`src/rtl/i2c_master_defines.sv`:
```
// Bit-level command encodings shared by the byte sequencer and the bit controller.
package i2c_master_defines;

    typedef enum logic [3:0] {
        BIT_NOP   = 4'b0000,
        BIT_START = 4'b0001,
        BIT_STOP  = 4'b0010,
        BIT_WRITE = 4'b0100,
        BIT_READ  = 4'b1000
    } bit_cmd_e;

endpackage

```
`src/rtl/i2c_master_byte_ctrl.sv`:
```
// Byte-level I2C sequencer: turns Start/Stop/Read/Write requests from the register
// block into single-bit commands for the bit controller and reports the result back.
module i2c_master_byte_ctrl
    import i2c_master_defines::*;
#(
    parameter int DATA_WIDTH = 8
) (
    input  logic                  Clk,
    input  logic                  Rst,
    input  logic                  I2C_en,
    input  logic                  Start,
    input  logic                  Stop,
    input  logic                  Read,
    input  logic                  Write,
    input  logic                  Tx_ack,
    input  logic [DATA_WIDTH-1:0] Tx_data,
    output logic [DATA_WIDTH-1:0] Rx_data,
    output logic                  Rx_ack,
    output logic                  I2C_done,
    output logic                  I2C_al,
    output logic [3:0]            Bit_cmd,
    output logic                  Bit_txd,
    input  logic                  Bit_ack,
    input  logic                  Bit_rxd,
    input  logic                  Bit_al
);

    localparam int CNT_W = $clog2(DATA_WIDTH);
    localparam logic [CNT_W-1:0] CNT_LAST = CNT_W'(DATA_WIDTH - 1);
    localparam logic [CNT_W-1:0] CNT_ONE  = CNT_W'(1);

    typedef enum logic [2:0] {
        ST_IDLE  = 3'd0,
        ST_START = 3'd1,
        ST_WRITE = 3'd2,
        ST_READ  = 3'd3,
        ST_ACK   = 3'd4,
        ST_STOP  = 3'd5
    } state_e;

    state_e                state, state_n;
    logic [DATA_WIDTH-1:0] sr, sr_n;
    logic [CNT_W-1:0]      cnt, cnt_n;
    logic [3:0]            cmd_n;
    logic                  txd_n;
    logic                  rx_ack_n;
    logic                  done_n;
    logic                  al_n;
    logic                  wr_xfer, wr_xfer_n;
    logic                  launch;

    assign Rx_data = sr;

    always_comb begin
        state_n   = state;
        sr_n      = sr;
        cnt_n     = cnt;
        cmd_n     = Bit_cmd;
        txd_n     = Bit_txd;
        rx_ack_n  = Rx_ack;
        wr_xfer_n = wr_xfer;
        done_n    = 1'b0;
        al_n      = 1'b0;
        launch    = I2C_en && !I2C_done && (Start || Stop || Read || Write);

        // Arbitration loss outranks everything, including a coincident Bit_ack.
        if (Bit_al) begin
            state_n = ST_IDLE;
            cmd_n   = BIT_NOP;
            al_n    = 1'b1;
        end else if (!I2C_en && state != ST_IDLE) begin
            state_n = ST_IDLE;
            cmd_n   = BIT_NOP;
        end else begin
            case (state)
                ST_IDLE: begin
                    if (launch) begin
                        sr_n  = Tx_data;
                        cnt_n = CNT_LAST;
                        if (Start) begin
                            state_n = ST_START;
                            cmd_n   = BIT_START;
                        end else if (Read) begin
                            state_n = ST_READ;
                            cmd_n   = BIT_READ;
                        end else if (Write) begin
                            state_n = ST_WRITE;
                            cmd_n   = BIT_WRITE;
                            txd_n   = Tx_data[DATA_WIDTH-1];
                        end else begin
                            state_n = ST_STOP;
                            cmd_n   = BIT_STOP;
                        end
                    end
                end
                ST_START: begin
                    if (Bit_ack) begin
                        if (Read) begin
                            state_n = ST_READ;
                            cmd_n   = BIT_READ;
                        end else if (Write) begin
                            state_n = ST_WRITE;
                            cmd_n   = BIT_WRITE;
                            txd_n   = sr[DATA_WIDTH-1];
                        end else if (Stop) begin
                            state_n = ST_STOP;
                            cmd_n   = BIT_STOP;
                        end else begin
                            state_n = ST_IDLE;
                            cmd_n   = BIT_NOP;
                            done_n  = 1'b1;
                        end
                    end
                end
                ST_WRITE: begin
                    if (Bit_ack) begin
                        sr_n = {sr[DATA_WIDTH-2:0], 1'b0};
                        if (cnt == '0) begin
                            state_n   = ST_ACK;
                            cmd_n     = BIT_READ;
                            wr_xfer_n = 1'b1;
                        end else begin
                            cnt_n = cnt - CNT_ONE;
                            cmd_n = BIT_WRITE;
                            txd_n = sr[DATA_WIDTH-2];
                        end
                    end
                end
                ST_READ: begin
                    if (Bit_ack) begin
                        sr_n = {sr[DATA_WIDTH-2:0], Bit_rxd};
                        if (cnt == '0) begin
                            state_n   = ST_ACK;
                            cmd_n     = BIT_WRITE;
                            txd_n     = Tx_ack;
                            wr_xfer_n = 1'b0;
                        end else begin
                            cnt_n = cnt - CNT_ONE;
                        end
                    end
                end
                ST_ACK: begin
                    if (Bit_ack) begin
                        if (wr_xfer) begin
                            rx_ack_n = Bit_rxd;
                        end
                        if (Stop) begin
                            state_n = ST_STOP;
                            cmd_n   = BIT_STOP;
                        end else begin
                            state_n = ST_IDLE;
                            cmd_n   = BIT_NOP;
                            done_n  = 1'b1;
                        end
                    end
                end
                ST_STOP: begin
                    if (Bit_ack) begin
                        state_n = ST_IDLE;
                        cmd_n   = BIT_NOP;
                        done_n  = 1'b1;
                    end
                end
                default: begin
                    state_n = ST_IDLE;
                    cmd_n   = BIT_NOP;
                end
            endcase
        end
    end

    always_ff @(posedge Clk) begin
        if (Rst) begin
            state    <= ST_IDLE;
            sr       <= '0;
            cnt      <= '0;
            wr_xfer  <= 1'b0;
            Bit_cmd  <= BIT_NOP;
            Bit_txd  <= 1'b0;
            Rx_ack   <= 1'b0;
            I2C_done <= 1'b0;
            I2C_al   <= 1'b0;
        end else begin
            state    <= state_n;
            sr       <= sr_n;
            cnt      <= cnt_n;
            wr_xfer  <= wr_xfer_n;
            Bit_cmd  <= cmd_n;
            Bit_txd  <= txd_n;
            Rx_ack   <= rx_ack_n;
            I2C_done <= done_n;
            I2C_al   <= al_n;
        end
    end

endmodule

```
`config.mk`:
```
export PLATFORM = sky130hd
export DESIGN_NAME = i2c_master_byte_ctrl
export DESIGN_NICKNAME = d
export VERILOG_FILES = /design/src/rtl/i2c_master_defines.sv /design/src/rtl/i2c_master_byte_ctrl.sv
export SDC_FILE = /design/constraint.sdc
export NUM_CORES = 1
export LEC_CHECK = 0
export CORE_UTILIZATION = 49
export DETAILED_ROUTE_END_ITERATION = 7
export PLACE_DENSITY_LB_ADDON = 0.08
export SLEW_MARGIN = 0
export SYNTH_ARGS = -nofsm -noshare
export SYNTH_HDL_FRONTEND = slang
export SYNTH_SLANG_ARGS = --single-unit
```
`constraint.sdc`:
```
create_clock -name Clk -period 2.8 [get_ports Clk]
set_clock_uncertainty 0.1 [all_clocks]
set_input_delay 0.84 -clock Clk [delete_from_list [all_inputs] [get_ports Clk]]
set_output_delay 0.84 -clock Clk [all_outputs]
set_load 0.05 [all_outputs]
```
==> impl_metrics.toml <==
[routing]
drtAntennaViolNets = 0
vias = 1495
wirelength_um = 3620
dr.pass1.iters = 4
drt-vias-per-instance = 6.08
drt_iter0_markers = 46
drc_errors = 0
detail_route.wl_per_cell_um = 14.7

[synthesis]
synth_area_leader_cell = "dfxtp_1"
synth_fa_ha_area_share_pct = 1.76
synthCells = 175
synth_edf_count = 0
synth_mux_area_share_pct = 2.46
syn_avg_cell_area_um2 = 8.14
synth-seq-cells = 23
synth_top_family_by_area = "compound AO/OA/AOI/OAI gates"
synth_ff_type = "dfxtp_1"
synth-simple-area-share_pct = 24.5
ys_warn_count = 0
async_flop_share_pct = 0
yosysSeqAreaShare_pct = 32.3
synth_compound_area_share_pct = 31.3
synth_top_area_share_pct = 32.3
synth.distinct_cells = 50
synth_xor_area_share_pct = 0
synth.area.top_cells = "dfxtp_1 (32%), a21oi_1 (6.3%), nor2_1 (6.1%), a211oi_1 (5.8%), o21ai_0 (2.5%)"
syn-cell-area_um2 = 1420
syn_nets = 196

[power_and_ir_drop]
power.leakage_nw = 0.675
power_w = 0.000807
vdd_ir_drop_max_uv = 364
powerDensity_nw_per_um2 = 437

[worst_setup_path]
slowest_delay_ps = 830
crit_chain = "clkdlybuf4s50_1"
worstPathRequired_ps = 1860
cp-end-kind = "primary output"
path_max_fanout = 4
cp_top_family = "buffers and inverters"
worst-path-buf-inv = 1
arrival_ps = 1570
cp_slowest_cell = "clkdlybuf4s50_1"
crit_type = "flop to primary output"
crit_path_start_kind = "flop"

[placed_design]
port_buffers = 34
gp_congestion = 0.813
hpwl_um = 2620
place_ws_ps = 23.1

[timing]
setup_tns_ps = 0
rsz0062_at_grt = "no"
slew_headroom_pct = 65.4
drv_slew = 0
finalWorstSetupSlack_ps = 292
tightest_slew_ps = 519
setup_viol = 0
hold_viol_final = 0
period_minus_slack_ps = 2510
finalCritPeriodShare_pct = 89.6
max_freq_mhz = 399

[clock_network]
hold_buffers = 0
clockBufferDepth = 2
cts_resized = 0
cts_buffers = 3
cts_tree = "built"
post_cts_buffers = 0
clkLatencyLatePin_ps = 310
htree_levels = 1
clock_sinks = 23
cts.reportedPaths.clkPinSlew_ps = 130
cts-root-buf = "clkbuf_4"

[global_route]
use_met1_pct = 34.5
grtUsageMet3_pct = 3.26
grtUsageMet2_pct = 38.9
grt.overflow.total = 0
antenna_found_initial = 0
grt_pass1_vias = 1323
grt_max_degree = 18
track_usage_pct = 24.3
grt-busiest-layer = "met2"
grt_pass1_wl_um = 6180

[die]
start_util_pct = 51.6
rows = 19
dieArea_um2 = 3130
io_pins = 35
core_area_um2 = 2760
fp.dieH_um = 55.9
die_x_um = 55.9

[finish]
layout-drive-gt1-share_pct = 12.1
final_cell_mix = "clkdlybuf4s50_1 (34), dfxtp_1 (23), nor2_1 (23)"
diodes = 0
area_growth_syn_to_layout_pct = 29.8
fin_nets = 237
layout_commonest_cell = "clkdlybuf4s50_1"
fill_cells = 249

[run]
cap_violations = 0

[worst_hold_path]
hp-class = "flop to flop"

[run_status]
status = "finished, final reports clean"
synthesized netlist by cell type, types with 2 or more instances:
| master | n |
|---|---|
| o21ai_1 | 7 |
| buf_6 | 3 |
| o21a_1 | 3 |
| a21oi_1 | 18 |
| o211ai_1 | 2 |
| inv_1 | 5 |
| a221o_1 | 2 |
| dfxtp_1 | 23 |
| a211oi_1 | 11 |
| nor2b_1 | 3 |
| mux2i_1 | 2 |
| or3_1 | 2 |
| a31oi_1 | 3 |
| o21ai_0 | 7 |
| nand3_1 | 5 |
| nor2_1 | 23 |
| nand3b_1 | 2 |
| o22a_1 | 2 |
| nand2_1 | 7 |
| ha_1 | 2 |
| nor3_1 | 4 |
| nand2b_1 | 5 |
| clkbuf_1 | 5 |
| a211o_1 | 3 |
per-layer routing:
layer,share of wire [%],vias to the layer above
met5,0,-
met4,0.80,0
met3,5.6,4
met2,47,45
met1,47,713
li1,-,733
area by class of cell:
class                           instances  area [µm²]  share of cell area, %
Clock buffer                            3        22.5                   1.22
Timing Repair Buffer                   47         438                   23.7
Clock inverter                          1        5.00                  0.271
Sequential cell                        23         460                   24.9
Multi-Input combinational cell        134         855                   46.2
Inverter                                7        28.8                   1.56
Tap cell                               31        38.8                   2.10
metrics by stage:
step	std cells	hold WS [ps]	area [µm²]	util (%)
after global placement	242	348	1820	66.0
after floorplan	175	350	1420	-
after detailed placement	242	355	1820	66.0
final	246	370	1850	67.0
after CTS	246	373	1850	67.0
after global routing	246	396	1850	67.0
power breakdown:
group	internal, W	switching [W]
clock	0.0000534	0.000105
sequential	0.000348	0.0000198
combinational	0.000120	0.000161
total	0.000521	0.000285
cells by family (layout without fill, tap and decap cells):
kind of cell | after synthesis | in the layout
AO/OA/AOI/OAI | 67 | 67
buffers and inverters | 18 | 58
adder cells (fa/ha/maj) | 2 | 2
flip-flops | 23 | 23
AND/OR/NAND/NOR | 62 | 62
multiplexers | 3 | 3
flip-flops by register name, indices dropped and copies added (netlist names):
register	count
Bit_cmd	4
Bit_txd	1
I2C_al	1
I2C_done	1
Rx_ack	1
Rx_data	8
cnt	3
state	3
wr_xfer	1
final timing paths:
check	startpoint	end	slack [ps]	depth (start not counted)
worst max register to register	cnt[0]	Bit_cmd[2]	460	8
worst max-delay path	Rx_data[6]	Rx_data[6]	290	1
worst min-delay path	Bit_cmd[1]	Bit_cmd[1]	370	2
worst min register to register	Bit_cmd[1]	Bit_cmd[1]	370	2
(Power assumes the default switching activity.)
